<file path="src/rtl/bp_pkg.sv">
// Shared types and helpers for the fetch-stage branch predictor.
// Optional gshare counter indexing in the top is enabled by defining BP_GSHARE_EN.
package bp_pkg;

   typedef logic [1:0] ctr_t;

   localparam ctr_t CTR_SNT = 2'b00;
   localparam ctr_t CTR_WNT = 2'b01;
   localparam ctr_t CTR_WT  = 2'b10;
   localparam ctr_t CTR_ST  = 2'b11;

   function automatic ctr_t sat_update(input ctr_t ctr, input logic taken);
      if (taken)
         return (ctr == CTR_ST) ? CTR_ST : ctr_t'(ctr + 2'd1);
      return (ctr == CTR_SNT) ? CTR_SNT : ctr_t'(ctr - 2'd1);
   endfunction

endpackage

</file>
<file path="src/rtl/bp_btb.sv">
// Branch target buffer: valid/tag/target per entry, combinational lookup ports,
// single registered write port used for both allocation and taken retraining.
module bp_btb #(
   parameter int IDX_BITS = 4,
   parameter int XLEN     = 32
) (
   input  logic            clk,
   input  logic            rst_n,
   input  logic [XLEN-1:2] rd_pc,
   output logic            rd_hit,
   output logic [XLEN-1:0] rd_target,
   input  logic [XLEN-1:2] wr_pc,
   output logic            wr_hit,
   input  logic            wr_en,
   input  logic [XLEN-1:0] wr_target
);

   localparam int NUM   = 1 << IDX_BITS;
   localparam int TAG_W = XLEN - IDX_BITS - 2;

   logic [NUM-1:0]   valid;
   logic [TAG_W-1:0] tag    [NUM];
   logic [XLEN-1:0]  target [NUM];

   logic [IDX_BITS-1:0] rd_idx, wr_idx;
   logic [TAG_W-1:0]    rd_tag, wr_tag;

   assign rd_idx = rd_pc[IDX_BITS+1:2];
   assign rd_tag = rd_pc[XLEN-1:IDX_BITS+2];
   assign wr_idx = wr_pc[IDX_BITS+1:2];
   assign wr_tag = wr_pc[XLEN-1:IDX_BITS+2];

   assign rd_hit    = valid[rd_idx] && (tag[rd_idx] == rd_tag);
   assign rd_target = target[rd_idx];
   assign wr_hit    = valid[wr_idx] && (tag[wr_idx] == wr_tag);

   always_ff @(posedge clk or negedge rst_n) begin
      if (!rst_n)
         valid <= '0;
      else if (wr_en)
         valid[wr_idx] <= 1'b1;
   end

   // Tag/target need no reset: they are only observed behind a set valid bit.
   always_ff @(posedge clk) begin
      if (wr_en) begin
         tag[wr_idx]    <= wr_tag;
         target[wr_idx] <= wr_target;
      end
   end

endmodule

</file>
<file path="src/rtl/branch_predictor.sv">
// Fetch-stage predictor: BTB lookup plus 2-bit counters, trained from Execute.
// Define BP_GSHARE_EN to index the counters by PC xor global history.
module branch_predictor
   import bp_pkg::*;
#(
   parameter int IDX_BITS = 4,
   parameter int XLEN     = 32
) (
   input  logic            clk,
   input  logic            rst_n,
   input  logic [XLEN-1:0] PCF,
   output logic            BranchPredictedF,
   output logic [XLEN-1:0] PredTargetF,
   input  logic            UpdateE,
   input  logic [XLEN-1:0] PCE,
   input  logic            PCSrcE,
   input  logic [XLEN-1:0] PCTargetE,
   input  logic            BranchPredictedE,
   output logic [31:0]     MispredictCount
);

   localparam int NUM = 1 << IDX_BITS;

   logic                lk_hit, up_hit;
   logic [XLEN-1:0]     lk_target;
   logic [IDX_BITS-1:0] lk_cidx, up_cidx;
   ctr_t                ctr_q [NUM];
   logic                unused_pc_lsbs;

   assign unused_pc_lsbs = ^{PCF[1:0], PCE[1:0]};

   bp_btb #(.IDX_BITS(IDX_BITS), .XLEN(XLEN)) u_btb (
      .clk       (clk),
      .rst_n     (rst_n),
      .rd_pc     (PCF[XLEN-1:2]),
      .rd_hit    (lk_hit),
      .rd_target (lk_target),
      .wr_pc     (PCE[XLEN-1:2]),
      .wr_hit    (up_hit),
      .wr_en     (UpdateE && PCSrcE),
      .wr_target (PCTargetE)
   );

`ifdef BP_GSHARE_EN
   logic [IDX_BITS-1:0] ghr;

   // Update indexes with the history held before this cycle's shift.
   assign lk_cidx = PCF[IDX_BITS+1:2] ^ ghr;
   assign up_cidx = PCE[IDX_BITS+1:2] ^ ghr;

   always_ff @(posedge clk or negedge rst_n) begin
      if (!rst_n)
         ghr <= '0;
      else if (UpdateE)
         ghr <= {ghr[IDX_BITS-2:0], PCSrcE};
   end
`else
   assign lk_cidx = PCF[IDX_BITS+1:2];
   assign up_cidx = PCE[IDX_BITS+1:2];
`endif

   assign BranchPredictedF = lk_hit && ctr_q[lk_cidx][1];
   assign PredTargetF      = BranchPredictedF ? lk_target : '0;

   // Not-taken outcomes never allocate; a miss that was taken starts weakly taken.
   always_ff @(posedge clk or negedge rst_n) begin
      if (!rst_n) begin
         for (int i = 0; i < NUM; i++)
            ctr_q[i] <= CTR_WNT;
      end else if (UpdateE) begin
         if (up_hit)
            ctr_q[up_cidx] <= sat_update(ctr_q[up_cidx], PCSrcE);
         else if (PCSrcE)
            ctr_q[up_cidx] <= CTR_WT;
      end
   end

   always_ff @(posedge clk or negedge rst_n) begin
      if (!rst_n)
         MispredictCount <= '0;
      else if (UpdateE && (PCSrcE != BranchPredictedE) && (MispredictCount != 32'hFFFF_FFFF))
         MispredictCount <= MispredictCount + 32'd1;
   end

endmodule

</file>
<file path="config.mk">
export PLATFORM = sky130hd
export DESIGN_NAME = branch_predictor
export DESIGN_NICKNAME = d
export VERILOG_FILES = /design/src/rtl/bp_pkg.sv /design/src/rtl/bp_btb.sv /design/src/rtl/branch_predictor.sv
export SDC_FILE = /design/constraint.sdc
export NUM_CORES = 1
export LEC_CHECK = 0
export BUFFER_PORTS_ARGS = -buffer_cell sky130_fd_sc_hd__buf_2
export CAP_MARGIN = 20
export CORE_AREA = 2 2 261 315
export DETAILED_ROUTE_END_ITERATION = 8
export DIE_AREA = 0 0 263 317
export PLACE_DENSITY_LB_ADDON = 0.05
export SLEW_MARGIN = 25
export SYNTH_ARGS = -nofsm -noshare
export SYNTH_HDL_FRONTEND = slang
export SYNTH_HIERARCHICAL = 1
export SYNTH_SLANG_ARGS = --single-unit
</file>
<file path="constraint.sdc">
create_clock -name clk -period 3.29 [get_ports clk]
set_input_delay 0.329 -clock clk [delete_from_list [all_inputs] [get_ports clk]]
set_output_delay 0.329 -clock clk [all_outputs]
set_load 0.02 [all_outputs]
</file>
# Word level (Yosys, flattened, before mapping)
# Memories as Yosys holds them, arrays and structs flattened.
# Cells that the tools add are included.
[op_classes]
n_bitwise = 6
n_mux = 29
n_reduce_logical = 11
magnitude_cmp = 6
add_sub_neg = 3
n_eq_ne = 5
[ops]
columns = ["cell", "n"]
rows = [
  ["2-to-1 mux 32 bit", 3],
  ["== test 26 bit", 2],
  ["adder 32 x 1 -> 32 bit, second input constant", 1],
  ["bitwise mux 32 bit", 1],
  ["inequality test 32 bit, second input constant", 1],
  ["bitwise OR 16 bit", 2],
  ["2-to-1 mux 2 bit", 11],
  ["bitwise AND 16 bit", 1],
  ["binary-select mux 2 bit (select 4 bit)", 2],
  ["NOT 16 bit", 1],
  [">= comparator 5 bit, second input constant", 2],
  ["< comparator 4 x 5 -> 1 bit, second input constant", 2],
  ["NOT 4 -> 5 bit", 2],
  ["binary-select mux 1 bit (select 4 bit)", 2],
  ["demux 2 bit (select 4 bit)", 1],
  ["logical AND 1 bit", 8],
  ["2-to-1 mux 1 bit", 8],
  ["< comparator 5 x 1 -> 1 bit, second input constant", 1],
  ["demux 1 bit (select 4 bit)", 1],
  [">= comparator 4 x 1 -> 1 bit, second input constant", 1],
  ["adder 2 x 1 -> 2 bit, second input constant", 1],
  ["== test 2 bit, second input constant", 1],
  ["logical NOT 2 bit", 1],
  ["AND reduction 2 bit", 1],
  ["other kinds (3)", 3],
]
[word_totals]
in_bits = 101
elab_cells = 80
out_inout_bits = 65
reg_bits = 80
n_memories = 2
ramBits = 928
[memory_table]
columns = ["name", "depth", "word_bits", "rd", "rd_ports_with_merged_regs", "wr", "line", "rtl"]
rows = [
  ["u_btb.target", 16, 32, 1, 0, 1, "bp_btb.sv:23", "logic [XLEN-1:0] target [NUM];"],
  ["u_btb.tag", 16, 26, 2, 0, 1, "bp_btb.sv:22", "logic [TAG_W-1:0] tag [NUM];"],
]

# Longest topological paths before layout
[logic_depth]
depth_word = 12
depth_mapped = 18
ltp_nobuf = 12

# By module
# The synthesis kept the hierarchy.
[modules_own_cells]
columns = ["module", "seq_area_each_um2", "cells_per_inst", "area_each_um2", "n_inst"]
rows = [
  ["bp_btb", 28267.1, 1949, 40551.4, 1],
  ["branch_predictor", 1621.6, 435, 4177.8, 1],
]

# Worst setup path before layout
# OpenSTA, ideal clock, no wires.
[synth_timing]
kind = "input to register"
from = "input PCE[5]"
to = "memory u_btb/tag[13][0] (netlist name) (enable)"
n_path_buf = 4
t_required_ps = 2815
setup_ps = 475
t_arrival_ps = 4147
setup_slack_ps = -1332
path_stages = 6
cell_sequence = "buf_2 clkbuf_1 clkbuf_1 clkbuf_1 nand3_1 nor2_1"
[synth_rtl]
columns = ["element", "line", "rtl"]
rows = [
  ["start: declaration", "branch_predictor.sv:15", "input logic [XLEN-1:0] PCE,"],
  ["end: declaration", "bp_btb.sv:22", ""],
]
# No word-level cell before the write port.

==> results.cfg <==
[placement]
hpwl_um = 84500
gp_congestion = 0.964
portBuffers = 161
place_area_um2 = 50200
dp.cells = 3850
pre_cts_ws_ns = -1.06

[cells_and_area]
fin_nets = 3052
postLayoutCellArea_um2 = 54400
n_fill_cell = 5269
drive_above_1_share = 0.428
syn_to_final_growth_pct = 21.6
finalNonFillerCells = 4070
fin_util = 0.678

[grt]
met3_usage = 0.0516
globalRouteTotalUtil = 0.323
gr-total-overflow = 0
globalRouteMet2Util = 0.542
use_met1 = 0.427
grt_pass1_vias = 28100
gr-max-usage-layer = met2
grt_pass1_wl_um = 193000
antenna_found_initial = 4
grt_max_degree = 113

[sta]
finalSetupTns_ns = -56.38
slew_violations = 0
finalCriticalPeriod_ns = 4.39
setup_viol = 65
worst_pin_slew_ns = 0.887
holdWs_ns = 0.0290
fmax_mhz = 228
finClkSkew_ns = 0.0344
hold_viol_final = 0
period_share = 1.33
rsz0062_at_grt = yes
fin_ws_ns = -1.10
maxSlewHeadroom = 0.408

[yosys]
ys_types = 90
synthTopCellsByCount = edfxtp_1, mux4_2, mux2i_1
synthMuxAreaShare = 0.211
async_flop_share = 0.0794
synth_ff_type = edfxtp_1
synth.area.top_cells = edfxtp_1, mux4_2, dfrtp_1
yosysMostFrequentCell = edfxtp_1
synthXorXnorAreaFrac = 0.0127
synth_fp_nets = 2486
synth_top_family_by_area = multiplexers
synth_warnings = 6
synth-adder-area-share = 0.000280
synth_area_leader_cell = edfxtp_1
avgSynthCellArea_um2 = 18.8
syn-cell-area_um2 = 44700
syn_inst = 2384
synth_compound_area_frac = 0.0448
synth-seq-area-share = 0.668
synth_edf_count = 928
ys_ff_latch = 1008
synth-simple-area-share = 0.0416
synth_top_area_share = 0.623

[setup_path]
worstPathArrival_ns = 4.06
critPathLaunchType = register
cp_max_fo = 8
worst_r2r_endpoint = ctr_q[21]$_DFFE_PN0P_
rrSetupSlack_ns = -0.73
worstSetupPathType = reg2out
crit_required_ns = 2.96
reg2regPathDepth = 16
r2r_start = u_btb/tag[5][2]$_DFFE_PP_
crit_path_end_kind = primary output

[cts]
clock-sinks = 1008
cts_buffer_depth = 3
clkLatencyLatePin_ns = 0.68
cts_root_buf = clkbuf_16
cts_tree = done
htree_levels = 3
numCtsBuffers = 98
path_clk_slew_ns = 0.06

[worst_hold_path]
hp-class = in2reg
worstHoldEndpoint = u_btb/target[3][19]$_DFFE_PP_
worstHoldStart = PCTargetE[19]
whs_path_depth = 1

[flow_run]
max_cap_viol_count = 0

[detailed_routing]
routed_wl_um = 133000
drt-pass1-iter-count = 6
drtIter0Drc = 2823
wl_per_cell_um = 32.7
drt-vias-per-instance = 6.69
detail-route-antenna-nets = 0
drcViolationCount = 0
num_vias = 27200

[power_and_ir_drop]
ir_worst_vdd_mv = 0.539
swShare = 0.234
pwr-share-comb = 0.103
total_power_mw = 28.2
clkPwrFrac = 0.383
power_density_nw_per_um2 = 518
intPower_mw = 21.6
switchingPower_mw = 6.58
leakage_nw = 18.8
power_frac_seq = 0.514

[floorplan]
die-area_um2 = 83400
fp.dieH_um = 317
fp.dieW_um = 263
num_rows = 114
initial_core_util = 0.558
core_um2 = 80200
pin_count = 166

[outcome]
status = complete, but fails checks
failed_checks = negative setup slack
[layer usage]
layer,up-vias,routed length (um)
met1,14500,51400
met3,284,9440
met4,4,5710
li1,11200,-
met5,-,18
met2,1294,66700
[power groups by stage]
stage | registers [mW] | clock network (mW) | logic (mW)
5_1_grt | 14.5 | 11.4 | 3.05
3_5_place_dp | 14.7 | 0 | 2.82
3_3_place_gp | 14.7 | 0 | 2.79
2_1_floorplan | 14.7 | 0 | 1.50
4_1_cts | 14.5 | 10.9 | 2.88
6_report | 14.5 | 10.8 | 2.91
[critical path, cell delays in order, from the launching register on]
cell       delay, ns
edfxtp_1        0.40
mux4_2          0.49
mux4_2          0.53
xnor2_1         0.17
nand4_1         0.23
a221o_1         0.37
a2111oi_4       0.34
buf_6           0.20
buf_4           0.15
buf_16          0.15
and3_2          0.19
buf_4           0.14
[layout make-up]
| type | instances | area, um^2 | area share |
|---|---|---|---|
| Sequential cell | 1008 | 29900 | 0.550 |
| Multi-Input combinational cell | 1187 | 14700 | 0.270 |
| Timing Repair Buffer | 609 | 5300 | 0.0975 |
| Clock buffer | 126 | 2610 | 0.0480 |
| Tap cell | 1044 | 1310 | 0.0240 |
| Clock inverter | 48 | 438 | 0.00805 |
| Inverter | 46 | 178 | 0.00327 |
| Antenna cell | 2 | 5.00 | 0.0000920 |
[layout by cell type (no fill, tap or decap), drive strengths merged, types with 23 or more instances in the layout]
| cell | instances |
|---|---|
| and3 | 35 |
| buf | 600 |
| clkbuf | 128 |
| clkinv | 40 |
| dfrtp | 64 |
| edfxtp | 928 |
| inv | 48 |
| mux2 | 51 |
| mux2i | 105 |
| mux4 | 346 |
| nand2 | 70 |
| nand3 | 27 |
| nor2 | 72 |
| nor3 | 29 |
| o21ai | 40 |
| o22ai | 35 |
| xnor2 | 42 |
| xor2 | 23 |
[state kept, by name (all words and copies together), names as in the netlist]
signal	cells
MispredictCount	32
ctr_q	32
u_btb/tag	416
u_btb/target	512
u_btb/valid	16
[what timing repair did]
item / in CTS / in global routing
buffers inserted: 27 / 7
pin swaps: 31 / 24
endpoints found under the setup margin: 65 / 65
endpoints found under the hold margin: 102 / 0
gates resized for setup: 128 / 37
gates cloned: 6 / 0
hold buffers: 7 / 0
[logic make-up after synthesis]
logic type	Yosys count
flip-flops	1008
AND/OR/NAND/NOR	348
buffers and inverters	190
XOR/XNOR	65
multiplexers	502
AO/OA/AOI/OAI	270
adder cells (fa/ha/maj)	1
[worst max-delay path by stage]
stage	start	cells after the start	end
finish	u_btb/tag[15][23]$_DFFE_PP_	11	PredTargetF[18]
floorplan	PCE[5]	6	u_btb/tag[12][0]$_DFFE_PP_
global route	u_btb/tag[11][16]$_DFFE_PP_	12	PredTargetF[0]
global placement	PCE[2]	16	ctr_q[4]$_DFFE_PN1P_
CTS	u_btb/tag[11][16]$_DFFE_PP_	12	PredTargetF[18]
detailed placement	PCE[2]	16	ctr_q[23]$_DFFE_PN0P_
(Power assumes the default switching activity.)
